**config.mk**
```make
export PLATFORM = sky130hd
export DESIGN_NAME = grant_hold_ctrl
export DESIGN_NICKNAME = d
export VERILOG_FILES = /design/src/rtl/grant_hold_ctrl_pkg.sv /design/src/rtl/grant_hold_ctrl_onehot_enc.sv /design/src/rtl/grant_hold_ctrl.sv
export SDC_FILE = /design/constraint.sdc
export NUM_CORES = 1
export LEC_CHECK = 0
export BUFFER_PORTS_ARGS = -buffer_cell sky130_fd_sc_hd__buf_2
export CAP_MARGIN = 40
export CORE_MARGIN = 4
export CORE_UTILIZATION = 53
export CTS_CLUSTER_DIAMETER = 150
export DETAILED_ROUTE_END_ITERATION = 8
export PLACE_DENSITY_LB_ADDON = 0.05
export RECOVER_POWER = 100
export SYNTH_ARGS = -nofsm -noshare
export SYNTH_HDL_FRONTEND = slang
export SYNTH_SLANG_ARGS = --single-unit
```
**constraint.sdc**
```tcl
create_clock -name clk -period 2 [get_ports clk]
set_clock_uncertainty 0.05 [all_clocks]
set_input_delay 0.3 -clock clk [delete_from_list [all_inputs] [get_ports clk]]
set_output_delay 0.3 -clock clk [all_outputs]
set_load 0.01 [all_outputs]
```
**src/rtl/grant_hold_ctrl_pkg.sv**
```systemverilog
// Shared definitions for the grant-hold stage: FSM encoding, default sizing
// constants and the clog2 helper used to derive id/counter widths.
package grant_hold_ctrl_pkg;

  typedef enum logic [1:0] {
    ST_IDLE = 2'b00,
    ST_OWN  = 2'b01,
    ST_REL  = 2'b10
  } state_t;

  localparam int GH_N        = 4;
  localparam int GH_MAX_HOLD = 16;

  function automatic int gh_clog2(input int v);
    int r;
    r = 0;
    while ((1 << r) < v) r++;
    return r;
  endfunction

endpackage

```
**src/rtl/grant_hold_ctrl_onehot_enc.sv**
```systemverilog
// One-hot to binary encoder with a flag telling whether exactly one bit is set.
module onehot_enc #(
  parameter int N   = 4,
  parameter int IDW = 2
) (
  input  logic [N-1:0]   i_oh,
  output logic [IDW-1:0] o_id,
  output logic           o_is_onehot
);

  logic [IDW:0] w_ones;

  // OR of indices is only meaningful when o_is_onehot is set.
  always_comb begin
    o_id   = '0;
    w_ones = '0;
    for (int i = 0; i < N; i++) begin
      if (i_oh[i]) begin
        o_id   = o_id | IDW'(i);
        w_ones = w_ones + (IDW + 1)'(1);
      end
    end
    o_is_onehot = (w_ones == (IDW + 1)'(1));
  end

endmodule

```
**src/rtl/grant_hold_ctrl.sv**
```systemverilog
// Locks a one-hot arbiter grant into single-transaction bus ownership, with a
// forced dead cycle (REL) between owners and a bounded hold time.
module grant_hold_ctrl
  import grant_hold_ctrl_pkg::*;
#(
  parameter int N        = GH_N,
  parameter int MAX_HOLD = GH_MAX_HOLD,
  parameter int IDW      = gh_clog2(N),
  parameter int CW       = gh_clog2(MAX_HOLD + 1)
) (
  input  logic           clk,
  input  logic           reset,
  input  logic [N-1:0]   gnt_in,
  input  logic [N-1:0]   req,
  input  logic           done,
  output logic           owner_valid,
  output logic [IDW-1:0] owner_id,
  output logic [N-1:0]   owner_oh,
  output logic           release_p,
  output logic           timeout_err,
  output logic           onehot_err,
  output state_t         dbg_state
);

  state_t         r_state;
  logic [IDW-1:0] r_id;
  logic [CW-1:0]  r_cnt;

  logic [IDW-1:0] w_gnt_id;
  logic           w_gnt_onehot;
  logic           w_timeout;
  logic           w_withdraw;

  onehot_enc #(.N(N), .IDW(IDW)) u_enc (
    .i_oh        (gnt_in),
    .o_id        (w_gnt_id),
    .o_is_onehot (w_gnt_onehot)
  );

  assign w_timeout  = (r_cnt == CW'(MAX_HOLD - 1));
  assign w_withdraw = !req[r_id];
  assign dbg_state  = r_state;

  // Outputs are loaded with the values belonging to the next state, so they
  // change on the same edge as r_state.
  always_ff @(posedge clk or negedge reset) begin
    if (!reset) begin
      r_state     <= ST_IDLE;
      r_id        <= '0;
      r_cnt       <= '0;
      owner_valid <= 1'b0;
      owner_id    <= '0;
      owner_oh    <= '0;
      release_p   <= 1'b0;
      timeout_err <= 1'b0;
      onehot_err  <= 1'b0;
    end else begin
      release_p   <= 1'b0;
      timeout_err <= 1'b0;
      onehot_err  <= 1'b0;
      case (r_state)
        ST_IDLE: begin
          if (w_gnt_onehot) begin
            // A grant whose request has already dropped is stale: ignore it.
            if (req[w_gnt_id]) begin
              r_state     <= ST_OWN;
              r_id        <= w_gnt_id;
              r_cnt       <= '0;
              owner_valid <= 1'b1;
              owner_id    <= w_gnt_id;
              owner_oh    <= gnt_in;
            end
          end else if (|gnt_in) begin
            onehot_err <= 1'b1;
          end
        end
        ST_OWN: begin
          if (done || w_withdraw || w_timeout) begin
            r_state     <= ST_REL;
            r_cnt       <= '0;
            owner_valid <= 1'b0;
            owner_id    <= '0;
            owner_oh    <= '0;
            release_p   <= 1'b1;
            // done and withdrawal outrank the timeout.
            timeout_err <= !done && !w_withdraw && w_timeout;
          end else if (r_cnt != CW'(MAX_HOLD)) begin
            r_cnt <= r_cnt + 1'b1;
          end
        end
        ST_REL: begin
          r_state <= ST_IDLE;
        end
        default: begin
          r_state     <= ST_IDLE;
          owner_valid <= 1'b0;
          owner_id    <= '0;
          owner_oh    <= '0;
        end
      endcase
    end
  end

endmodule

```
Word level (Yosys, flattened, before mapping)
Cells that the tools add are included.
Word-level totals
  output and inout port bits: 12
  bits in registers: 19
Cells by class
  equality and inequality tests: 9
  bitwise gates (word level): 1
  multiplexer cells: 39
  add/sub/neg operators: 4
  reduce and logical (&&, ||, !) cells: 13
  order comparisons: 2
Operators by type and width (count)
  $mux 5: 4
  $mux 2: 8
  $mux 1: 14
  $mux 4: 3
  $pmux 4 s3: 1
  $pmux 5 s2: 1
  $add 3x1->3 const B: 3
  $mux 3: 3
  $reduce_and 4->1: 2
  $lt 2x3->1 const B: 2
  $pmux 2 s3: 1
  $reduce_and 3->1: 2
  $add 5x1->5 const B: 1
  $eq 5x4->1 const B: 1
  $ne 5x5->1 const B: 1
  $bmux 1 s2: 2
  $ne 2x2->1 const B: 2
  $pmux 2 s2: 1
  $reduce_or 4->1: 1
  $eq 3x1->1 const B: 1
  $ne 3x3->1 const B: 1
  $pmux 1 s3: 1
  $eq 2x1->1 const B: 1
  $eq 2x2->1 const B: 1
  7 further kinds: 10

Longest topological paths before layout
Gate-level depths: netlist of the first run.
  depth after elaboration: 10
  depth in mapped cells: 10

Hierarchy
Synthesis of the first run repeated with hierarchy kept, for this count alone.
Second synthesis, totals
  cells, all modules: 110
  area total of the unflattened synthesis: 1108.6 um^2
By module, submodules not included
  grant_hold_ctrl: instances 1, cells an instance 95, sequential area each 475.5 um^2, area each 992.2 um^2
  onehot_enc: instances 1, cells an instance 15, sequential area each 0.0 um^2, area each 116.4 um^2

Worst setup path after synthesis of the first run
Ideal clock, no wire load.
  path type: input-to-reg
  start point: in gnt_in[0]
  end point: reg owner_id[0]
  stages on the path: 10
  buffers on the path: 1
  setup slack: -0.477 ns
  data arrival time: 2.348 ns
  cell sequence: inv_1 -> ha_1 -> xor2_1 -> ha_1 -> and4b_1 -> or4_4 -> and2_4 -> nand4_2 -> buf_6 -> mux2i_1
Between the ends
  word-level cells in the longest chain between the ends: 10
Ends and longest elaborated chain
  start, declared: line grant_hold_ctrl.sv:13  | input logic [N-1:0] gnt_in,
  $mux 1 (*): line grant_hold_ctrl_onehot_enc.sv:18  | if (i_oh[i]) begin
  $add 3x1->3: line grant_hold_ctrl_onehot_enc.sv:20  | w_ones = w_ones + (IDW + 1)'(1);
  $mux 3 (*): line grant_hold_ctrl_onehot_enc.sv:18
  $add 3x1->3: line grant_hold_ctrl_onehot_enc.sv:20
  $mux 3 (*): line grant_hold_ctrl_onehot_enc.sv:18
  $add 3x1->3: line grant_hold_ctrl_onehot_enc.sv:20
  $mux 3 (*): line grant_hold_ctrl_onehot_enc.sv:18
  $eq 3x1->1 (*): line grant_hold_ctrl_onehot_enc.sv:23  | o_is_onehot = (w_ones == (IDW + 1)'(1));
  $ne 2x1->1 (no line) (*)
  $reduce_and 4->1 (no line) (*)
  end signal, assigned: line grant_hold_ctrl.sv:70  | owner_id <= w_gnt_id;
  end, declared: line grant_hold_ctrl.sv:17  | output logic [IDW-1:0] owner_id,
Mark *: on every way between the ends. The rest lies on a longest branch, timed or not.
A chain may end at the register's enable or synchronous reset.

Final worst setup path of the first run
  start point: in gnt_in[1]
  end point: reg owner_oh[2]
Between the ends
  word-level cells in the longest chain between the ends: 8
  elaborated cells on any way between the ends: 14
Ends and longest elaborated chain
  $mux 3: line grant_hold_ctrl_onehot_enc.sv:18
  $add 3x1->3: line grant_hold_ctrl_onehot_enc.sv:20
  $mux 3: line grant_hold_ctrl_onehot_enc.sv:18
  $add 3x1->3: line grant_hold_ctrl_onehot_enc.sv:20
  $mux 3: line grant_hold_ctrl_onehot_enc.sv:18
  $eq 3x1->1: line grant_hold_ctrl_onehot_enc.sv:23
  $ne 2x1->1 (no line)
  $reduce_and 4->1 (no line) (*)
  end signal, assigned: line grant_hold_ctrl.sv:71  | owner_oh <= gnt_in;
  end, declared: line grant_hold_ctrl.sv:18  | output logic [N-1:0] owner_oh,
Mark *: on every way between the ends. The rest lies on a longest branch, timed or not. The select of a mux whose other input is x is not followed.

==> results.txt, run 1 <==
vias in the first global route -> 932
share of the synthesized area in the top cell type -> 0.428
adder-cell area share of the yosys netlist -> 0.0676
TritonCTS Buffers -> 3
Synth area leaders -> dfrtp_1, mux2i_1, ha_1, nand2_1, inv_1
global-route wire length before repair -> 4080 µm
critical path class -> primary input to register
vias after detailed routing -> 912
NetSw -> 457 µW
DRC viols -> 0
synth cell count leaders -> dfrtp_1, nand2_1, inv_1, mux2i_1, nor2_1
max_cap viols -> 0
Distinct cells, synth -> 34
top routing layer used -> met4
Slew Viols, Final -> 0
Root Driver -> clkbuf_4
routed length on met1 -> 1120 µm
VDD IR max -> 0.000468 V
CP required -> 2.17 ns
P per Cell Area -> 863 nW/µm²
post-synthesis sequential area ratio -> 0.428
switching share of power -> 0.356
Hold WC Path Type -> primary input to register
failing checks -> setup timing
H-tree levels -> 1
CTS Buffer Depth -> 2
WP data arrival -> 2.36 ns
mux cell area share after synthesis -> 0.110
Post-Syn Nets -> 123
CP startpoint kind -> primary input
area grow syn2layout -> 34.0%
RSZ-0062 raised after global routing -> true
clock network power share -> 0.148
post-synthesis simple-gate area fraction -> 0.214
Mean Syn Cell Area -> 10.5 µm²
cells after synthesis -> 106
Leak -> 0.739 nW
top-count cell post-synth -> dfrtp_1
post-synthesis compound-gate area fraction -> 0.0891
# setup viols final -> 16
Post-synth EDFFs -> 0
status -> finished with violations
final worst slack -> -0.188 ns
synthesized cell area -> 1110 µm²
largest net degree at the start of global routing -> 20
die width -> 53.8 µm
top cell type by total area after synthesis -> dfrtp_1
Cell Int Power -> 826 µW
Tot GR Track Use -> 0.196
total die area -> 2890 µm²
# rows -> 16
Design Area, Final -> 1490 µm²
IO Pins -> 23
Final ANT Viol Nets -> 0
FF+latch count, synth -> 19
core area -> 1980 µm²
Synth async-reset ratio -> 1.00
placed inst area -> 1360 µm²
CTS tree -> done
die span in y -> 53.8 µm
crit end category -> register
XOR/XNOR share of the synthesized area -> 0.0237
Post-layout nets -> 164
layout cells sized above 1 -> 0.295
CP Max Fanout -> 5
initial antenna violation count -> 0
pre-CTS WS -> -0.606 ns
Ant. Diodes -> 0
Final Hold Viols -> 0
YS warnings -> 0
worst slew pin tran -> 1.02 ns
Total Routed Length -> 2470 µm
DR WL/cell -> 14.3 µm
Fmax -> 0.457 GHz
IO buf count -> 22
metal3 WL -> 109 µm
first-pass detailed-route iteration total -> 3
Initial Util -> 0.560
met2 WL -> 1220 µm
gpl congestion -> 0.809
sequential share of power -> 0.447
fin crit share -> 1.09
DRT iter0 DRCs -> 15
Synth Flop Type -> dfrtp_1
Clock Pin Slew Worst Setup and Hold Paths -> 0.10 ns
Sink Count -> 19
worst skew pair latency -> 0.29 ns
via density per instance -> 5.27
post-layout minimum cycle time -> 2.19 ns
largest family of logic cells by synthesized area -> simple AND/OR/NAND/NOR gates
max_slew headroom -> 0.320
GRT overflow -> 0
Comb power frac -> 0.405
hpwl dp -> 1790 µm
-- layout make-up --
class                      count  area, µm²
multi-input combinational     74        618
fill                         132        494
sequential                    19        475
timing repair buffer          39        282
inverter                      10       52.6
tap                           27       33.8
clock buffer                   4       26.3
-- state kept, by name, indices dropped and copies added (netlist names) --
register,flops
owner_id,2
release_p,1
timeout_err,1
owner_valid,1
onehot_err,1
r_id,2
dbg_state,2
owner_oh,4
r_cnt,5
-- metal layers --
metal	up-vias	global-route usage
li1	452	-
met1	441	0.250
met2	17	0.339
met3	2	0.0332
met4	0	0.0511
met5	-	0
-- layout by cell type, fill, tap and decap left out, types with 2 or more instances in the layout --
cell type | netlist | routed
o21ai_1 | 1 | 3
nor2b_1 | 3 | 3
buf_12 | 0 | 2
buf_6 | 2 | 2
nor4b_1 | 2 | 2
a21oi_1 | 2 | 2
dfrtp_1 | 19 | 19
inv_1 | 10 | 8
clkbuf_1 | 0 | 14
and4b_1 | 2 | 2
clkbuf_4 | 0 | 4
buf_2 | 0 | 7
buf_4 | 0 | 12
a211oi_2 | 1 | 2
mux2i_1 | 10 | 10
nand2_2 | 0 | 2
nand3_1 | 3 | 3
ha_1 | 6 | 5
nand2_1 | 14 | 12
nor2_1 | 9 | 8
xor2_1 | 2 | 2
-- metrics by stage --
stage / power (mW) / cells / util / hold WS, ns / TNS (ns)
floorplan: 0.870 / 106 / - / -0.0456 / -3.65
global placement: 1.05 / 165 / 0.684 / 0.207 / -7.98
detailed placement: 1.07 / 165 / 0.684 / 0.208 / -9.04
CTS: 1.30 / 171 / 0.744 / 0.195 / -2.14
global route: 1.39 / 173 / 0.751 / 0.246 / -3.14
finish: 1.28 / 173 / 0.751 / 0.251 / -2.19
-- worst max-delay path: stages --
cell and delay [ns]:
buf_12 0.10, inv_12 0.03, ha_4 0.22, xor2_1 0.14
ha_1 0.29, and4b_1 0.20, or4_4 0.49, and2_4 0.17
nand4_4 0.10, buf_12 0.13, mux2i_1 0.18
-- power by group through the flow --
stage	Sequential, mW	Clock, mW	Combinational, mW
after global placement	0.573	0	0.478
after detailed placement	0.577	0	0.493
after floorplan	0.621	0	0.249
final	0.574	0.190	0.520
after CTS	0.570	0.197	0.534
after global routing	0.588	0.214	0.590
-- final timing paths --
kind	cells after the start	startpoint	slack, ns	endpoint
min reg2reg	2	owner_valid$_DFFE_PN0P_	0.45	owner_valid$_DFFE_PN0P_
max	11	gnt_in[1]	-0.19	owner_oh[2]$_DFFE_PN0P_
min	2	done	0.25	timeout_err$_DFF_PN0_
max reg2reg	8	r_cnt[1]$_DFFE_PN0P_	0.02	r_cnt[2]$_DFFE_PN0P_
min in group asynchronous	2	reset	0.64	timeout_err$_DFF_PN0_
max in group asynchronous	2	reset	0.64	owner_oh[1]$_DFFE_PN0P_
-- cells by family (layout without fill, tap and decap cells) --
family,after synthesis,count (layout)
DFF,19,19
adders and majority gates,6,6
muxes,11,11
AOI/OAI and AO/OA,12,12
buffers and inverters,13,53
and+or+nand+nor,42,42
xor gates and xnor gates,3,3
-- repair_timing --
| item | CTS | global route |
|---|---|---|
| hold buffers | 1 | 0 |
| hold endpoints to repair | 19 | 0 |
| resized for setup | 14 | 2 |
| pin swaps | 2 | 2 |
| setup buffers | 0 | 2 |
| endpoints found under the setup margin | 16 | 16 |
| gates cloned | 1 | 0 |
No activity file was read; power rests on OpenSTA's default activity.
==> inputs of run 2 (changes only) <==
--- a/config.mk
+++ b/config.mk
@@ -8,11 +8,12 @@
 export BUFFER_PORTS_ARGS = -buffer_cell sky130_fd_sc_hd__buf_2
 export CAP_MARGIN = 40
 export CORE_MARGIN = 4
-export CORE_UTILIZATION = 53
+export CORE_UTILIZATION = 30
 export CTS_CLUSTER_DIAMETER = 150
 export DETAILED_ROUTE_END_ITERATION = 8
 export PLACE_DENSITY_LB_ADDON = 0.05
 export RECOVER_POWER = 100
+export SKIP_LAST_GASP = 1
 export SYNTH_ARGS = -nofsm -noshare
 export SYNTH_HDL_FRONTEND = slang
 export SYNTH_SLANG_ARGS = --single-unit
==> results.txt, run 2 (synthesized netlist as in run 1, its figures left out) <==
Post-layout nets -> 170 (was 164)
post-layout minimum cycle time -> 2.22 ns (was 2.19 ns)
CP Max Fanout -> 4 (was 5)
Ant. Diodes -> 0 (unchanged)
reg-to-reg critical path startpoint -> r_cnt[1]$_DFFE_PN0P_ (unchanged)
crit path to -> r_id[0]$_DFFE_PN0P_ (was owner_oh[2]$_DFFE_PN0P_)
WP data arrival -> 2.34 ns (was 2.36 ns)
pre-CTS WS -> -0.648 ns (was -0.606 ns)
hpwl dp -> 1940 µm (was 1790 µm)
vias in the first global route -> 928 (was 932)
via density per instance -> 4.67 (was 5.27)
Pwr Total -> 1.39 mW (was 1.28 mW)
Slew Viols, Final -> 0 (unchanged)
first-pass detailed-route iteration total -> 4 (was 3)
Cell Int Power -> 907 µW (was 826 µW)
commonest non-fill, non-tap cell in the layout -> dfrtp_1 (unchanged)
max_cap viols -> 0 (unchanged)
gpl congestion -> 0.714 (was 0.809)
Tot GR Track Use -> 0.122 (was 0.196)
status -> finished with violations (unchanged)
sequential cell area -> 475 µm² (unchanged)
Leak -> 0.770 nW (was 0.739 nW)
Initial Util -> 0.322 (was 0.560)
total die area -> 4740 µm² (was 2890 µm²)
Final Hold Viols -> 0 (unchanged)
CTS tree -> done (unchanged)
final worst slack -> -0.217 ns (was -0.188 ns)
max_slew headroom -> 0.278 (was 0.320)
area grow syn2layout -> 42.5% (was 34.0%)
critical path class -> primary input to register (unchanged)
RSZ-0062 raised after global routing -> true (unchanged)
failing checks -> setup timing (unchanged)
sequential share of power -> 0.405 (was 0.447)
CP startpoint -> gnt_in[1] (unchanged)
commonest non-fill, non-tap cells in the layout -> dfrtp_1, buf_4, clkbuf_1 (was dfrtp_1, clkbuf_1, nand2_1, buf_4, mux2i_1)
Hold WC Path Type -> primary input to register (unchanged)
# setup viols final -> 16 (unchanged)
CP required -> 2.12 ns (was 2.17 ns)
placed inst area -> 1410 µm² (was 1360 µm²)
DR WL/cell -> 13.2 µm (was 14.3 µm)
# rows -> 21 (was 16)
Worst R2R End -> r_cnt[2]$_DFFE_PN0P_ (unchanged)
biggest regs -> r_cnt x5, owner_oh x4 (unchanged)
Sink Count -> 19 (unchanged)
switching share of power -> 0.349 (was 0.356)
TNS Setup -> -2.96 ns (was -2.19 ns)
Comb power frac -> 0.402 (was 0.405)
worst skew pair latency -> 0.25 ns (was 0.29 ns)
layout cells sized above 1 -> 0.336 (was 0.295)
IO buf count -> 22 (unchanged)
r2r setup slk -> 0.04 ns (was 0.02 ns)
P per Cell Area -> 881 nW/µm² (was 863 nW/µm²)
Total Routed Length -> 2620 µm (was 2470 µm)
area of the multi-input gates -> 636 µm² (was 618 µm²)
NetSw -> 486 µW (was 457 µW)
largest net degree at the start of global routing -> 20 (unchanged)
DRT iter0 DRCs -> 47 (was 15)
vias after detailed routing -> 924 (was 912)
die width -> 68.8 µm (was 53.8 µm)
CP startpoint kind -> primary input (unchanged)
Root Driver -> clkbuf_8 (was clkbuf_4)
Hold Path Depth -> 2 (unchanged)
depth of the most critical reg-to-reg path -> 8 (unchanged)
fin crit share -> 1.11 (was 1.09)
# fillers -> 358 (was 132)
clock network power share -> 0.193 (was 0.148)
Design Area, Final -> 1580 µm² (was 1490 µm²)
initial antenna violation count -> 0 (unchanged)
global-route wire length before repair -> 4280 µm (was 4080 µm)
die span in y -> 68.8 µm (was 53.8 µm)
largest reg by FF count -> r_cnt (unchanged)
Largest register FFs -> 5 (unchanged)
worst slew pin tran -> 1.08 ns (was 1.02 ns)
crit end category -> register (unchanged)
GRT overflow -> 0 (unchanged)
IO Pins -> 23 (unchanged)
Fmax -> 0.451 GHz (was 0.457 GHz)
VDD IR max -> 0.000258 V (was 0.000468 V)
DRC viols -> 0 (unchanged)
Clock Pin Slew Worst Setup and Hold Paths -> 0.07 ns (was 0.10 ns)
H-tree levels -> 1 (unchanged)
TritonCTS Buffers -> 3 (unchanged)
CTS Buffer Depth -> 2 (unchanged)
Final ANT Viol Nets -> 0 (unchanged)
core area -> 3440 µm² (was 1980 µm²)
run 2: repair_timing:
item | in CTS | in global routing
hold buffers | 1 | 0
pin swaps | 5 | 8
cloned | 0 | 0
hold endpoints to repair | 19 | 0
gates resized for setup | 14 | 7
setup endpoints to repair | 16 | 16
buffers inserted | 1 | 4
run 2: final cells by class:
type | count | share of cell area
Clock buffer | 4 | 0.0285
Inverter | 10 | 0.0332
Multi-Input combinational cell | 74 | 0.402
Sequential cell | 19 | 0.301
Tap cell | 46 | 0.0364
Timing Repair Buffer | 45 | 0.199
run 2: how the worst min path moves through the flow:
stage | start | endpoint | slack, ns
CTS | gnt_in[1] | owner_oh[1]$_DFFE_PN0P_ | 0.24
global route | done | timeout_err$_DFF_PN0_ | 0.30
floorplan | reset | dbg_state[0]$_DFFE_PN0P_ | -0.05
global placement | reset | dbg_state[1]$_DFFE_PN0P_ | 0.22
detailed placement | reset | dbg_state[0]$_DFFE_PN0P_ | 0.23
finish | done | timeout_err$_DFF_PN0_ | 0.29
run 2: layer usage:
layer  global-route usage  vias up  part of all wire
li1                     -      458                 -
met1                0.165      437              0.46
met2                0.195       27              0.47
met3               0.0146        2             0.057
met4               0.0511        0             0.010
met5                    0        -                 0
run 2: power groups by stage:
stage / registers [mW] / logic (mW) / clock network, mW
after floorplan: 0.621 / 0.249 / 0
after detailed placement: 0.572 / 0.521 / 0
after CTS: 0.564 / 0.566 / 0.279
after global placement: 0.565 / 0.511 / 0
final: 0.564 / 0.561 / 0.269
after global routing: 0.579 / 0.633 / 0.292
run 2: through the flow:
step                 util  hold WS, ns  instances
floorplan               -      -0.0456        106
global placement    0.409        0.222        188
detailed placement  0.409        0.226        188
CTS                 0.448        0.242        194
global route        0.459        0.305        198
finish              0.459        0.291        198
run 2: critical path, cell delays in order:
cell	delay [ns]
buf_12	0.10
inv_12	0.03
ha_4	0.22
xor2_1	0.14
ha_1	0.30
and4b_1	0.19
or4_4	0.48
and2_4	0.17
nand4_4	0.08
buf_6	0.13
mux2i_1	0.19
